==> src/rtl/sram_port_arbiter_if.sv <==
// Requester-side SRAM-like channel: request/address handshake plus a
// one-cycle-later data response. Used for both the fetch and the load/store port.
interface sram_port_arbiter_if #(
    parameter int ADDR_W = 32,
    parameter int DATA_W = 32
);
    logic                  req;
    logic [DATA_W/8-1:0]   we;
    logic [ADDR_W-1:0]     addr;
    logic [DATA_W-1:0]     wdata;
    logic                  addr_ok;
    logic                  data_ok;
    logic [DATA_W-1:0]     rdata;

    // The requester drives the request side and receives the handshakes
    modport master (
        output req, we, addr, wdata,
        input  addr_ok, data_ok, rdata
    );

    // The arbiter receives the request side and drives the handshakes
    modport slave (
        input  req, we, addr, wdata,
        output addr_ok, data_ok, rdata
    );
endinterface

==> src/rtl/sram_port_arbiter.sv <==
// Shares one single-ported synchronous SRAM between instruction fetch and data
// access. Data wins by default; after STARVE_MAX consecutive data grants with
// fetch waiting, fetch wins once. One in-flight access is tracked so the
// response (exactly one cycle after the grant) returns to its issuer.
module sram_port_arbiter #(
    parameter int ADDR_W     = 32,
    parameter int DATA_W     = 32,
    parameter int STARVE_MAX = 4
) (
    input  logic                 clk,
    input  logic                 resetn,
    sram_port_arbiter_if.slave   inst_bus,
    sram_port_arbiter_if.slave   data_bus,
    output logic                 sram_en,
    output logic [DATA_W/8-1:0]  sram_we,
    output logic [ADDR_W-1:0]    sram_addr,
    output logic [DATA_W-1:0]    sram_wdata,
    input  logic [DATA_W-1:0]    sram_rdata
);

    localparam int STREAK_W = $clog2(STARVE_MAX + 1);
    localparam logic [STREAK_W-1:0] STREAK_LIMIT = STREAK_W'(STARVE_MAX);

    typedef enum logic [1:0] {
        GRANT_NONE = 2'd0,
        GRANT_INST = 2'd1,
        GRANT_DATA = 2'd2
    } grant_e;

    typedef enum logic {
        OWNER_INST = 1'b0,
        OWNER_DATA = 1'b1
    } owner_e;

    grant_e                grant;
    owner_e                resp_owner;
    logic                  resp_valid;
    logic [STREAK_W-1:0]   streak;
    logic [STREAK_W-1:0]   streak_next;

    // The fetch port is read-only, so its write fields are intentionally ignored
    logic unused_inst_write;
    assign unused_inst_write = ^{inst_bus.we, inst_bus.wdata};

    // Per-cycle grant; nothing is granted while reset is held so every output stays 0
    always_comb begin
        grant = GRANT_NONE;
        if (resetn) begin
            if (data_bus.req && inst_bus.req) begin
                grant = (streak == STREAK_LIMIT) ? GRANT_INST : GRANT_DATA;
            end else if (data_bus.req) begin
                grant = GRANT_DATA;
            end else if (inst_bus.req) begin
                grant = GRANT_INST;
            end
        end
    end

    // Steer the granted requester onto the SRAM and acknowledge it in the same cycle
    always_comb begin
        sram_en          = 1'b0;
        sram_we          = '0;
        sram_addr        = '0;
        sram_wdata       = '0;
        inst_bus.addr_ok = 1'b0;
        data_bus.addr_ok = 1'b0;
        case (grant)
            GRANT_INST: begin
                sram_en          = 1'b1;
                sram_addr        = inst_bus.addr;
                inst_bus.addr_ok = 1'b1;
            end
            GRANT_DATA: begin
                sram_en          = 1'b1;
                sram_we          = data_bus.we;
                sram_addr        = data_bus.addr;
                sram_wdata       = data_bus.wdata;
                data_bus.addr_ok = 1'b1;
            end
            default: begin
            end
        endcase
    end

    // Count data grants that made a waiting fetch lose; saturate instead of wrapping
    always_comb begin
        streak_next = streak;
        if (grant == GRANT_INST || !inst_bus.req) begin
            streak_next = '0;
        end else if (grant == GRANT_DATA && streak != STREAK_LIMIT) begin
            streak_next = streak + 1'b1;
        end
    end

    // Remember who owns the access in flight, and the starvation streak
    always_ff @(posedge clk or negedge resetn) begin
        if (!resetn) begin
            resp_valid <= 1'b0;
            resp_owner <= OWNER_INST;
            streak     <= '0;
        end else begin
            resp_valid <= (grant != GRANT_NONE);
            resp_owner <= (grant == GRANT_DATA) ? OWNER_DATA : OWNER_INST;
            streak     <= streak_next;
        end
    end

    // Route the SRAM read data only to the owner of the returning access
    always_comb begin
        inst_bus.data_ok = resp_valid && (resp_owner == OWNER_INST);
        data_bus.data_ok = resp_valid && (resp_owner == OWNER_DATA);
        inst_bus.rdata   = inst_bus.data_ok ? sram_rdata : '0;
        data_bus.rdata   = data_bus.data_ok ? sram_rdata : '0;
    end

endmodule

==> src/flat_wrapper.sv <==
// flat-port wrapper written by rule: the top's interface ports become plain ports
module sram_port_arbiter_flat 
#(
    parameter int ADDR_W     = 32,
    parameter int DATA_W     = 32,
    parameter int STARVE_MAX = 4
)
  (clk, resetn, sram_en, sram_we, sram_addr, sram_wdata, sram_rdata, inst_bus_req, inst_bus_we, inst_bus_addr, inst_bus_wdata, inst_bus_addr_ok, inst_bus_data_ok, inst_bus_rdata, data_bus_req, data_bus_we, data_bus_addr, data_bus_wdata, data_bus_addr_ok, data_bus_data_ok, data_bus_rdata);
  sram_port_arbiter_if #(.ADDR_W(ADDR_W), .DATA_W(DATA_W)) inst_bus_i ();
  sram_port_arbiter_if #(.ADDR_W(ADDR_W), .DATA_W(DATA_W)) data_bus_i ();
  input  logic clk;
  input  logic resetn;
  output logic sram_en;
  output logic [DATA_W/8-1:0] sram_we;
  output logic [ADDR_W-1:0] sram_addr;
  output logic [DATA_W-1:0] sram_wdata;
  input  logic [DATA_W-1:0] sram_rdata;
  input wire logic [$bits(inst_bus_i.req)-1:0] inst_bus_req;
  input wire logic [$bits(inst_bus_i.we)-1:0] inst_bus_we;
  input wire logic [$bits(inst_bus_i.addr)-1:0] inst_bus_addr;
  input wire logic [$bits(inst_bus_i.wdata)-1:0] inst_bus_wdata;
  output wire logic [$bits(inst_bus_i.addr_ok)-1:0] inst_bus_addr_ok;
  output wire logic [$bits(inst_bus_i.data_ok)-1:0] inst_bus_data_ok;
  output wire logic [$bits(inst_bus_i.rdata)-1:0] inst_bus_rdata;
  input wire logic [$bits(data_bus_i.req)-1:0] data_bus_req;
  input wire logic [$bits(data_bus_i.we)-1:0] data_bus_we;
  input wire logic [$bits(data_bus_i.addr)-1:0] data_bus_addr;
  input wire logic [$bits(data_bus_i.wdata)-1:0] data_bus_wdata;
  output wire logic [$bits(data_bus_i.addr_ok)-1:0] data_bus_addr_ok;
  output wire logic [$bits(data_bus_i.data_ok)-1:0] data_bus_data_ok;
  output wire logic [$bits(data_bus_i.rdata)-1:0] data_bus_rdata;
  assign inst_bus_i.req = inst_bus_req;
  assign inst_bus_i.we = inst_bus_we;
  assign inst_bus_i.addr = inst_bus_addr;
  assign inst_bus_i.wdata = inst_bus_wdata;
  assign inst_bus_addr_ok = inst_bus_i.addr_ok;
  assign inst_bus_data_ok = inst_bus_i.data_ok;
  assign inst_bus_rdata = inst_bus_i.rdata;
  assign data_bus_i.req = data_bus_req;
  assign data_bus_i.we = data_bus_we;
  assign data_bus_i.addr = data_bus_addr;
  assign data_bus_i.wdata = data_bus_wdata;
  assign data_bus_addr_ok = data_bus_i.addr_ok;
  assign data_bus_data_ok = data_bus_i.data_ok;
  assign data_bus_rdata = data_bus_i.rdata;
  sram_port_arbiter #(.ADDR_W(ADDR_W), .DATA_W(DATA_W), .STARVE_MAX(STARVE_MAX)) u_core (.clk(clk), .resetn(resetn), .inst_bus(inst_bus_i), .data_bus(data_bus_i), .sram_en(sram_en), .sram_we(sram_we), .sram_addr(sram_addr), .sram_wdata(sram_wdata), .sram_rdata(sram_rdata));
endmodule
==> config.mk <==
export PLATFORM = sky130hd
export DESIGN_NAME = sram_port_arbiter_flat
export DESIGN_NICKNAME = d
export VERILOG_FILES = /design/src/rtl/sram_port_arbiter_if.sv /design/src/rtl/sram_port_arbiter.sv /design/src/flat_wrapper.sv
export SDC_FILE = /design/constraint.sdc
export NUM_CORES = 1
export LEC_CHECK = 0
export ABC_AREA = 1
export ABC_CLOCK_PERIOD_IN_PS = 1890
export CAP_MARGIN = 20
export CORE_AREA = 5 5 116 118
export DETAILED_ROUTE_END_ITERATION = 10
export DIE_AREA = 0 0 121 123
export HOLD_SLACK_MARGIN = 0.06
export PLACE_DENSITY_LB_ADDON = 0.12
export RECOVER_POWER = 50
export SETUP_SLACK_MARGIN = 0.4
export SLEW_MARGIN = 25
export SYNTH_ARGS = -nofsm -noshare
export SYNTH_HDL_FRONTEND = slang
export SYNTH_SLANG_ARGS = --single-unit
==> constraint.sdc <==
create_clock -name clk -period 1.89 [get_ports clk]
set_input_delay 0.189 -clock clk [delete_from_list [all_inputs] [get_ports clk]]
set_output_delay 0.189 -clock clk [all_outputs]
set_load 0.1 [all_outputs]
### After elaboration in Yosys (flattened, before gate mapping)

Cells that the tools add are included.

* input bits: 172
* output and inout port bits: 137
* flip-flop bits (word level): 5
* logic and storage cells: 33

* muxes and demuxes: 15
* reduce and logical (&&, ||, !) cells: 9
* equality and inequality tests: 4
* bitwise logic cells: 1
* $add $sub $neg: 1

Operators with widths (number)
* 2-to-1 mux 32 bit: 3
* one-hot mux 32 bit (2 select lines): 1
* 2-to-1 mux 2 bit: 4
* 2-to-1 mux 3 bit: 2
* logical AND 1 bit: 4
* 2-to-1 mux 1 bit: 4
* 2-to-1 mux 4 bit: 1
* nonzero test 2 bit: 2
* adder 3 x 1 -> 3 bit, second input constant: 1
* == test 3 bit, second input constant: 1
* != test 3 bit, second input constant: 1
* == test 2 x 1 -> 1 bit, second input constant: 1
* == test 2 bit, second input constant: 1
* OR reduction 2 bit: 1
* zero test 1 bit: 1
* logical OR 1 bit: 1
* inverter 1 bit: 1

### Longest topological paths before layout

Gate-level depths: netlist of the first run.

* depth in word-level cells: 8
* mapped depth: 12
* gate-level depth less buffers: 12

### Least setup slack after synthesis of the first run

OpenSTA, ideal clock, no wires.

* path type: register to output
* start: reg u_core.streak[0]
* end: out sram_addr[0]
* path buffers: 1
* arrival: 3.744 ns
* stages on the path, launching flop included: 10
* slack: -2.043 ns
* cell sequence: dfrtp_1 inv_1 ha_1 nand2_1 nor2_1 o21ai_0 ha_1 buf_2 nand2_1 a21oi_1

* longest elaborated chain between the ends: 6

RTL lines
* start, declared: RTL line sram_port_arbiter.sv:38 `logic [STREAK_W-1:0] streak;`
* start signal, assigned: RTL line sram_port_arbiter.sv:104 `streak <= streak_next;`
* == test 3 bit (*): RTL line sram_port_arbiter.sv:50 `grant = (streak == STREAK_LIMIT) ? GRANT_INST : GRANT_DATA;`
* 2-to-1 mux 2 bit (*): RTL line sram_port_arbiter.sv:50
* 2-to-1 mux 2 bit (*): RTL line sram_port_arbiter.sv:49 `if (data_bus.req && inst_bus.req) begin`
* 2-to-1 mux 2 bit (*): RTL line sram_port_arbiter.sv:48 `if (resetn) begin`
* == test 2 bit / == test 2 x 1 -> 1 bit (equally long branches): RTL line sram_port_arbiter.sv:67 `case (grant)`
* one-hot mux 32 bit (2 select lines) (*): RTL line sram_port_arbiter.sv:67
* end, declared: RTL line flat_wrapper.sv:15 `output logic [ADDR_W-1:0] sram_addr;`

Every way passes the cells marked *; elsewhere a longest branch is shown, timed or not.

### Final worst setup path of the first run

* start: reg u_core.streak[1]
* end: out sram_addr[11]

Same word-level chain as after synthesis.

==> metrics.txt, run 1 <==
Yosys top cell area share=24.2%; Initial Utilization=13.8%; I/O Pins=309; Layout Cell Area excl Fill=7910 µm²; Worst-path clk slew=0.04 ns; Peak Freq=431 MHz; largest family of logic cells by synthesized area=simple AND/OR/NAND/NOR gates; clock tree buffer depth=2; nets=813; GR Util met3=4.80%; Register Area=126 µm²; synthesized flop and latch total=5; Post-DP Area=6980 µm²; Sink Count=5; PnR worst setup slack=-0.431 ns; Compound-Gate Fraction of Synth Area=10.4%; # rows=41; synthesized instance count=332; NetSw=1.56 mW; grt total ovfl=0; Cell Int Power=1.40 mW; Critical Path Max Stage Delay=0.38 ns; die span in x=121 µm; chip height=123 µm; Syn Nets=511; cell area power density=374 nW/µm²; Critical Path Source Type=register; antenna violations before repair=0; Total Routing Usage GR=15.4%; Inserted Diodes=0; synthesized cell area=1700 µm²; Synth Flop Type=dfrtp_1; H-tree Lvls=1; combinational power share=84.1%; Area Overhead vs Synth=365%; Synth Area in Simple Gates=50.8%; quantity of hold-fixing buffers added after cts=0; number of global-route vias before repair=3,422; gr busiest metal=met2; Worst setup EP type=output pin; CTS tree=done; Final Cycle Share=123%; final hold viol count=0; clock latency on the worst-skew pair=0.23 ns; CTS buffer count=3; DRT iter0 DRCs=71; critical-path cell list=inv_2 > ha_4 > nand2_4 > nor2_4 > o21ai_4 > ha_4 > clkinvlp_4 > buf_12 > a21oi_4 > buf_12; number of port buffers=272; Post-Synth Adder-Cell Area=5.14%; critical path required time=1.70 ns; Synth Area in XOR/XNOR=0%; multi-input logic area=2220 µm²; final hold slack=0.496 ns; Tmin final=2.32 ns; # setup viols final=70; CTS Root Buffer Type=clkbuf_16; first drt pass iteration count=4; post-synth top area cell=nand2_1; maximum fanout along the worst path=32; Filler Cell Count=939; WP data arrival=2.13 ns; mux cell area share after synthesis=0%; WL final=12.1 mm; critical path's slowest cell=dfrtp_1; via count=3,190; Synth area leaders=nand2_1 24%, inv_1 18%, nor2_4 13%, a21oi_1 9.4%, nor2_1 8.8%; CP top delay family=buffers and inverters; Die ar.=14,900 µm²; clock network power share=11.9%; switching share of total power=52.6%; sequential group share of total power=4.1%; Hold Path Class=input port to asynchronous set/reset pin; Reg2Reg Depth=14; max_slew headroom=74.2%; share of synthesized registers carrying an async set or reset=100%; Core Box Area=12,400 µm²; DRC=0; Final Skew=0.00401 ns; Ys Warns=0; Worst Max-Slew Pin Slew=0.387 ns; critical path class=register to output pin; library cells used by synthesis=17; Leak=3.03 nW; Pins Over Slew Limit=0; DP HPWL=9.41 mm; critical path buffer and inverter count=4; DR WL/cell=15.0 µm; commonest cells in the netlist=110 x nand2_1, 82 x inv_1, 40 x nor2_1, 32 x a21oi_1, 20 x nor2_4; largest net degree at the start of global routing=33; first-pass GRT wire length=18.3 mm; Vias/cell=3.96; number of flops mapped to enable cells by yosys=0; layout cells sized above 1=59.7%; grt met1 use=16.2%; status=complete, but fails checks; Mean Syn Cell Area=5.13 µm²; worst vdd ir=175 µV; RePlAce Congestion=0.720; MaxCap Viol Count=0; ANT nets after route=0; RSZ-0062 raised after global routing=yes; Levels on crit path=10; most common cell in the netlist=nand2_1; register area share after synthesis=7.35%; met2 Usage GRT=30.4%; failing checks=negative setup slack
-- what timing repair did --
item / 4_1_cts / 5_1_grt
pin swaps: 7 / 19
resized for setup: 96 / 35
endpoints found under the setup margin: 131 / 123
cloned: 7 / 1
setup buffers: 12 / 1
-- final timing paths --
| check | from | endpoint | slack [ns] |
|---|---|---|---|
| min in group clk | u_core.streak[0] | u_core.streak[0] | 0.59 |
| min reg2reg | u_core.streak[0] | u_core.streak[0] | 0.59 |
| max | u_core.streak[1] | sram_addr[11] | -0.43 |
| min | resetn | u_core.streak[0] | 0.50 |
| max reg2reg | u_core.streak[1] | u_core.streak[2] | 0.22 |
| max in group asynchronous | resetn | u_core.resp_valid | 1.12 |
-- sequential cells by signal, summed over array words and instances (netlist names) --
register / cells
u_core.streak: 3
u_core.resp_owner: 1
u_core.resp_valid: 1
-- per-stage QoR --
| step | TNS, ns | power (mW) | std cells | utilization [%] | worst slack, ns |
|---|---|---|---|---|---|
| floorplan | -32.60 | 1.46 | 332 | - | -0.787 |
| detailed placement | -24.85 | 2.36 | 780 | 56.5 | -0.443 |
| CTS | -26.06 | 2.93 | 803 | 62.6 | -0.429 |
| global placement | -23.08 | 2.35 | 780 | 56.5 | -0.392 |
| finish | -27.18 | 2.96 | 805 | 64.0 | -0.431 |
| global route | -31.71 | 3.05 | 805 | 64.0 | -0.509 |
-- power groups by stage --
stage	sequential (mW)	clock, mW	combinational [mW]
detailed placement	0.121	0	2.24
floorplan	0.120	0	1.34
global route	0.121	0.363	2.57
global placement	0.121	0	2.23
finish	0.120	0.351	2.49
CTS	0.119	0.352	2.46
-- cells by family (layout without fill, tap and decap cells) --
kind of cell | after synthesis | after routing
adders and majority gates | 7 | 7
DFF | 5 | 5
and+or+nand+nor | 183 | 183
AOI/OAI and AO/OA | 35 | 35
buffers and inverters | 102 | 403
-- final cells by class --
type | instances | area share (%)
flip-flops and latches | 5 | 1.60
clock inverters | 1 | 0.0633
repair buffers | 317 | 60.9
well taps | 172 | 2.72
inverters | 82 | 5.76
clock buffers | 3 | 0.949
multi-input cells | 225 | 28.1
-- placed cells by master (no fill, tap or decap), drive strengths merged --
cell type | netlist | layout
clkbuf | 5 | 5
o22ai | 1 | 1
nand2 | 110 | 110
nand3 | 3 | 3
dfrtp | 5 | 5
clkinv | 0 | 1
dlygate4sd3 | 0 | 1
clkdlybuf4s50 | 0 | 134
or2 | 1 | 1
nor2 | 69 | 69
a21oi | 32 | 32
clkinvlp | 0 | 38
o21ai | 2 | 2
buf | 15 | 180
inv | 82 | 44
ha | 7 | 7
-- metal layers --
metal	part of all wire, %	routed length, µm	up-vias
li1	-	-	1551
met3	8.6	1040	10
met4	1.5	180	0
met2	57	6890	145
met1	33	3990	1484
met5	0	0	-
No activity file was read; power rests on OpenSTA's default activity.
==> run 2: changes to the inputs <==
--- a/config.mk
+++ b/config.mk
@@ -8,9 +8,9 @@
 export ABC_AREA = 1
 export ABC_CLOCK_PERIOD_IN_PS = 1890
 export CAP_MARGIN = 20
-export CORE_AREA = 5 5 116 118
+export CORE_AREA = 2 2 120 122
 export DETAILED_ROUTE_END_ITERATION = 10
-export DIE_AREA = 0 0 121 123
+export DIE_AREA = 0 0 122 124
 export HOLD_SLACK_MARGIN = 0.06
 export PLACE_DENSITY_LB_ADDON = 0.12
 export RECOVER_POWER = 50
==> run 2 against run 1 <==
The run still ends with negative setup slack left; clock skew down 0.0015 ns; power up 3.8%; non-clock buffer count up 22; sequential power about the same; combinational power up 4%; maximum frequency down 2.6%; routed wire length up 8.4%; register-to-register slack worse by 0.16 ns; via count up 2.5%; clock-buffer cell count up 1; global-route usage up 0.58 points; critical endpoint is now sram_wdata[25]; largest cell class unchanged.
==> metrics.txt, run 2 (same netlist as run 1, synthesis figures left out) <==
critical path's slowest cell=dfrtp_1; number of global-route vias before repair=3,451 (+0.85%); CTS tree=done; DP HPWL=9.63 mm (+2.4%); nets=835 (+2.7%); DRT iter0 DRCs=73 (+2.8%); met2 WL post-DR=7.28 mm (+5.6%); Worst-path clk slew=0.03 ns (about the same); first-pass GRT wire length=18.8 mm (+3.1%); critical path buffer and inverter count=7 (+3); fin cells=835 (+3.7%); Final Skew=0.00248 ns (-0.00153 ns); antenna violations before repair=0 (unchanged); WP data arrival=2.19 ns (+0.06 ns); Peak Freq=420 MHz (-2.6%); PnR worst setup slack=-0.493 ns (-0.0616 ns); clock tree buffer depth=2 (unchanged); RSZ-0062 raised after global routing=yes; fin util=60.0% (-3.9 points); Final Cycle Share=126% (+3.3 points); Core Box Area=13,700 µm² (+11%); Sink Count=5 (unchanged); maximum fanout along the worst path=6 (-81%); Pins Over Slew Limit=0 (unchanged); quantity of hold-fixing buffers added after cts=0 (unchanged); CTS buffer count=3 (unchanged); largest net degree at the start of global routing=33 (unchanged); final hold viol count=0 (unchanged); CP top delay family=buffers and inverters; MaxCap Viol Count=0 (unchanged); DR WL/cell=15.7 µm (+4.5%); pre-CTS setup slack=-0.459 ns (-0.0161 ns); H-tree Lvls=1 (unchanged); max FFs per register=3 (unchanged); max_slew headroom=85.9% (+12 points); Vias/cell=3.92 (-1.2%); Reg with most FFs=u_core.streak; Placed Cells=788 (+1.0%); met3 wire length=1.11 mm (+7.1%); # rows=43 (+4.9%); commonest cells after routing, fill and taps aside=150 x buf_12, 134 x clkdlybuf4s50_1, 66 x nand2_1; cell area power density=373 nW/µm² (-0.33%); first drt pass iteration count=5 (+1); commonest non-fill, non-tap cell in the layout=buf_12; Hold Path Class=input port to asynchronous set/reset pin; # setup viols final=71 (+1.4%); Leak=3.19 nW (+5.3%); CTS Root Buffer Type=clkbuf_16; Inserted Diodes=0 (unchanged); WL final=13.1 mm (+8.4%); Critical Path Source Type=register; top routing layer in use=met4; Worst Max-Slew Pin Slew=0.210 ns (-0.177 ns); RePlAce Congestion=0.773 (+7.3%); Critical Path Max Stage Delay=0.40 ns (+0.02 ns); critical path class=register to output pin; Tmin final=2.38 ns (+0.0616 ns); ANT nets after route=0 (unchanged); clock latency on the worst-skew pair=0.23 ns (about the same); DRC=0 (unchanged); Largest regs=u_core.streak x3, u_core.resp_owner x1, u_core.resp_valid x1; Area Overhead vs Synth=384%; status=complete, but fails checks; M1 WL=4.55 mm (+14%); Total Routing Usage GR=16.0% (+0.58 points); Worst setup EP type=output pin; failing checks=negative setup slack; via count=3,270 (+2.5%); worst vdd ir=236 µV (+35%); Initial Utilization=12.4% (-1.4 points); chip height=124 µm (+0.81%); number of port buffers=272 (unchanged); grt total ovfl=0 (unchanged); Die ar.=15,100 µm² (+1.6%); critical-path cell list=inv_2 > ha_4 > nand2_4 > nor2_4 > o21ai_4 > buf_6 > ha_4 > buf_6 > buf_12 > buf_16 > nand2_8 > clkinvlp_4 > buf_12; die span in x=122 µm (+0.83%); layout cells sized above 1=61.2% (+1.5 points); critical path required time=1.70 ns (about the same); I/O Pins=309 (unchanged)
run 2: changes by cell type in the layout (fill, tap and decap cells not counted), moves of 2 or more:
cell     delta
buf_4       +8
nand2_1     -6
inv_4       -2
buf_16      +5
inv_1       +2
buf_6       +9
nand2_2     +6
nor2_4      -2
run 2: final timing paths:
path / startpoint / endpoint / slack, ns / depth (start not counted)
worst min register to register: u_core.streak[2] / u_core.streak[2] / 0.63 / 4
min in group clk: inst_bus_req / u_core.streak[0] / 0.46 / 3
worst max register to register: u_core.streak[0] / u_core.streak[2] / 0.06 / 14
worst min-delay path: resetn / u_core.streak[0] / 0.36 / 2
worst max-delay path: u_core.streak[0] / sram_wdata[25] / -0.49 / 13
max in group asynchronous: resetn / u_core.resp_owner / 1.42 / 2
run 2: where the power goes:
group          internal [mW]  switching [mW]  total (mW)  leakage, nW
combinational           1.09            1.51        2.60         3.09
sequential             0.115         0.00529       0.120       0.0661
clock                  0.279          0.0646       0.344       0.0382
total                   1.49            1.58        3.07         3.19
run 2: timing repair:
item,4_1_cts,5_1_grt
endpoints found under the setup margin,130,128
buffers inserted,21,6
pin swaps,4,13
cloned,13,3
gates resized for setup,118,25
run 2: per-stage QoR:
step	TNS, ns	power, mW	instance area [µm²]	hold WS, ns
after floorplan	-32.60	1.46	2600	-0.107
after global placement	-26.75	2.35	6970	0.556
after detailed placement	-27.82	2.37	6970	0.559
after CTS	-25.21	3.03	8030	0.357
after global routing	-37.40	3.18	8240	0.368
final	-30.16	3.07	8240	0.361
run 2: routing by layer:
layer	vias to the layer above	GRT usage, %
met1	1513	17.4
met3	10	3.43
met4	0	3.30
met5	-	0
met2	149	31.5
li1	1598	-
run 2: worst register-to-register path, cell delays in order (launching register included):
cell and delay [ns]:
dfrtp_1 0.40, inv_2 0.09, ha_4 0.14, nand2_4 0.05
nor2_4 0.16, nor2_1 0.07, nor2_2 0.19, buf_4 0.14
buf_4 0.10, ha_4 0.14, inv_1 0.05, nand3_1 0.07
nand2_1 0.06, nand2_1 0.06, inv_1 0.03
run 2: final cells by class:
cell class                 instances  area [µm²]
clock buffer                       4        78.8
fill                            1105        5480
inverter                          82         450
multi-input combinational        225        2230
sequential                         5         125
tap                              180         225
timing repair buffer             339        5130
==> run 3: changes to the inputs <==
--- a/config.mk
+++ b/config.mk
@@ -12,6 +12,7 @@
 export DETAILED_ROUTE_END_ITERATION = 10
 export DIE_AREA = 0 0 122 124
 export HOLD_SLACK_MARGIN = 0.06
+export MAX_ROUTING_LAYER = met4
 export PLACE_DENSITY_LB_ADDON = 0.12
 export RECOVER_POWER = 50
 export SETUP_SLACK_MARGIN = 0.4
==> run 3 against run 2 <==
The run still ends with negative setup slack left; non-clock buffer count stayed put; maximum frequency fell by 0.10%; design area did not move; critical path type unchanged; largest cell class unchanged.
==> metrics.txt, run 3 (same netlist as run 1, synthesis figures left out) <==
Peak Freq=419 MHz (-0.10%); Final Skew=0.00268 ns (+0.000198 ns); largest net degree at the start of global routing=33 (unchanged); Layout Cell Area excl Fill=8240 µm² (unchanged); chip height=124 µm (unchanged); # setup viols final=71 (unchanged); Critical Path Source Type=register; fin util=60.0% (unchanged); Area Overhead vs Synth=384% (unchanged); Reg2Reg Depth=14 (unchanged); Final Cycle Share=126% (+0.13 points); Initial Utilization=12.4% (unchanged); r2r endpoint=u_core.streak[2]; grt total ovfl=0 (unchanged); Worst Max-Slew Pin Slew=0.210 ns (unchanged); Tmin final=2.39 ns (+0.00241 ns); Pins Over Slew Limit=0 (unchanged); Die ar.=15,100 µm² (unchanged); DRC=0 (unchanged); status=complete, but fails checks; Hold Path Class=input port to asynchronous set/reset pin; failing checks=negative setup slack; RePlAce Congestion=0.783 (+1.3%); quantity of hold-fixing buffers added after cts=0 (unchanged); clock tree buffer depth=2 (unchanged); WP data arrival=2.20 ns (about the same); Reg with most FFs=u_core.streak; Post-DP Area=6970 µm² (unchanged); Placed Cells=788 (unchanged); DR WL/cell=15.7 µm (+0.21%); die span in x=122 µm (unchanged); H-tree Lvls=1 (unchanged); Inserted Diodes=0 (unchanged); CTS buffer count=3 (unchanged); layout cells sized above 1=61.2% (unchanged); clock latency on the worst-skew pair=0.23 ns (about the same); Setup crit end=sram_wdata[25]; DP HPWL=9.63 mm (unchanged); final hold viol count=0 (unchanged); critical path's slowest cell=dfrtp_1; cell area power density=373 nW/µm² (about the same); Sink Count=5 (unchanged); worst vdd ir=236 µV (+0.19%); first drt pass iteration count=4 (-1); CTS Root Buffer Type=clkbuf_16; I/O Pins=309 (unchanged); Leak=3.19 nW (unchanged); Worst-path clk slew=0.03 ns (about the same); nets=835 (unchanged); Total Routing Usage GR=16.4% (+0.46 points); PnR worst setup slack=-0.495 ns (-0.00241 ns); CTS tree=done; critical path class=register to output pin; MaxCap Viol Count=0 (unchanged); maximum fanout along the worst path=6 (unchanged); critical path required time=1.70 ns (about the same); DRT iter0 DRCs=80 (+9.6%); max_slew headroom=85.9% (unchanged); critical-path cell list=inv_2 > ha_4 > nand2_4 > nor2_4 > o21ai_4 > buf_6 > ha_4 > buf_6 > buf_12 > buf_16 > nand2_8 > clkinvlp_4 > buf_12; fin cells=835 (unchanged); WL final=13.1 mm (+0.21%); commonest cells after routing, fill and taps aside=150 x buf_12, 134 x clkdlybuf4s50_1, 66 x nand2_1; ANT nets after route=0 (unchanged); commonest non-fill, non-tap cell in the layout=buf_12; Worst setup EP type=output pin; first-pass GRT wire length=18.8 mm (-0.33%); number of port buffers=272 (unchanged); Largest regs=u_core.streak x3, u_core.resp_owner x1, u_core.resp_valid x1; max FFs per register=3 (unchanged); number of global-route vias before repair=3,456 (+0.14%); antenna violations before repair=0 (unchanged); RSZ-0062 raised after global routing=yes; worst r2r src=u_core.streak[0]; Vias/cell=3.93 (+0.31%); Core Box Area=13,700 µm² (unchanged); worst setup path startpoint=u_core.streak[0]; # rows=43 (unchanged); Filler Cell Count=1,105 (unchanged); Critical Path Max Stage Delay=0.40 ns (about the same); flop2flop setup slack=0.06 ns (about the same); via count=3,280 (+0.31%)
-- run 3: cell counts in the layout (fill, tap and decap cells not counted) --
No cell type changed its count.
-- run 3: metrics by stage --
| step | hold WS (ns) | setup WS (ns) | setup TNS, ns | power [mW] |
|---|---|---|---|---|
| global placement | 0.556 | -0.433 | -26.75 | 2.35 |
| detailed placement | 0.559 | -0.459 | -27.82 | 2.37 |
| finish | 0.359 | -0.495 | -30.35 | 3.07 |
| CTS | 0.357 | -0.442 | -25.21 | 3.03 |
| global route | 0.368 | -0.594 | -37.41 | 3.18 |
| floorplan | -0.107 | -0.787 | -32.60 | 1.46 |
-- run 3: critical path, delay by kind of cell (launching register included) --
kind | cells | cell delay [ns]
and+or+nand+nor | 3 | 0.27
adders and majority gates | 2 | 0.33
buffers and inverters | 7 | 0.88
DFF | 1 | 0.40
AOI/OAI and AO/OA | 1 | 0.09
-- run 3: layout make-up --
type / instances / area (µm²) / share of cell area (%)
clock buffers: 4 / 78.8 / 0.957
inverters: 82 / 450 / 5.47
multi-input cells: 225 / 2230 / 27.0
flip-flops and latches: 5 / 125 / 1.52
well taps: 180 / 225 / 2.73
repair buffers: 339 / 5130 / 62.3
-- run 3: routing by layer --
metal  track usage (%)  routed length, µm
met3              2.75                978
met2              31.5               7290
met5                 -                  0
met4              3.30                153
met1              17.8               4720
-- run 3: worst min path at each step --
stage                startpoint  slack [ns]                 to
2_1_floorplan            resetn       -0.11  u_core.resp_owner
3_3_place_gp   u_core.streak[0]        0.56   u_core.streak[0]
3_5_place_dp   u_core.streak[2]        0.56   u_core.streak[2]
4_1_cts                  resetn        0.36   u_core.streak[0]
5_1_grt                  resetn        0.37   u_core.streak[0]
6_report                 resetn        0.36   u_core.streak[0]
-- run 3: timing repair --
action | CTS | global route
endpoints found under the setup margin | 130 | 128
hold endpoints to repair | 0 | 0
resized for setup | 118 | 25
buffers inserted | 21 | 6
gates cloned | 13 | 3
pin swaps | 4 | 13
-- run 3: power by group --
| group | total [mW] | leakage, nW | internal, mW | switching (mW) |
|---|---|---|---|---|
| clock | 0.346 | 0.0382 | 0.279 | 0.0669 |
| sequential | 0.120 | 0.0661 | 0.115 | 0.00529 |
| combinational | 2.60 | 3.09 | 1.09 | 1.51 |
| total | 3.07 | 3.19 | 1.49 | 1.58 |
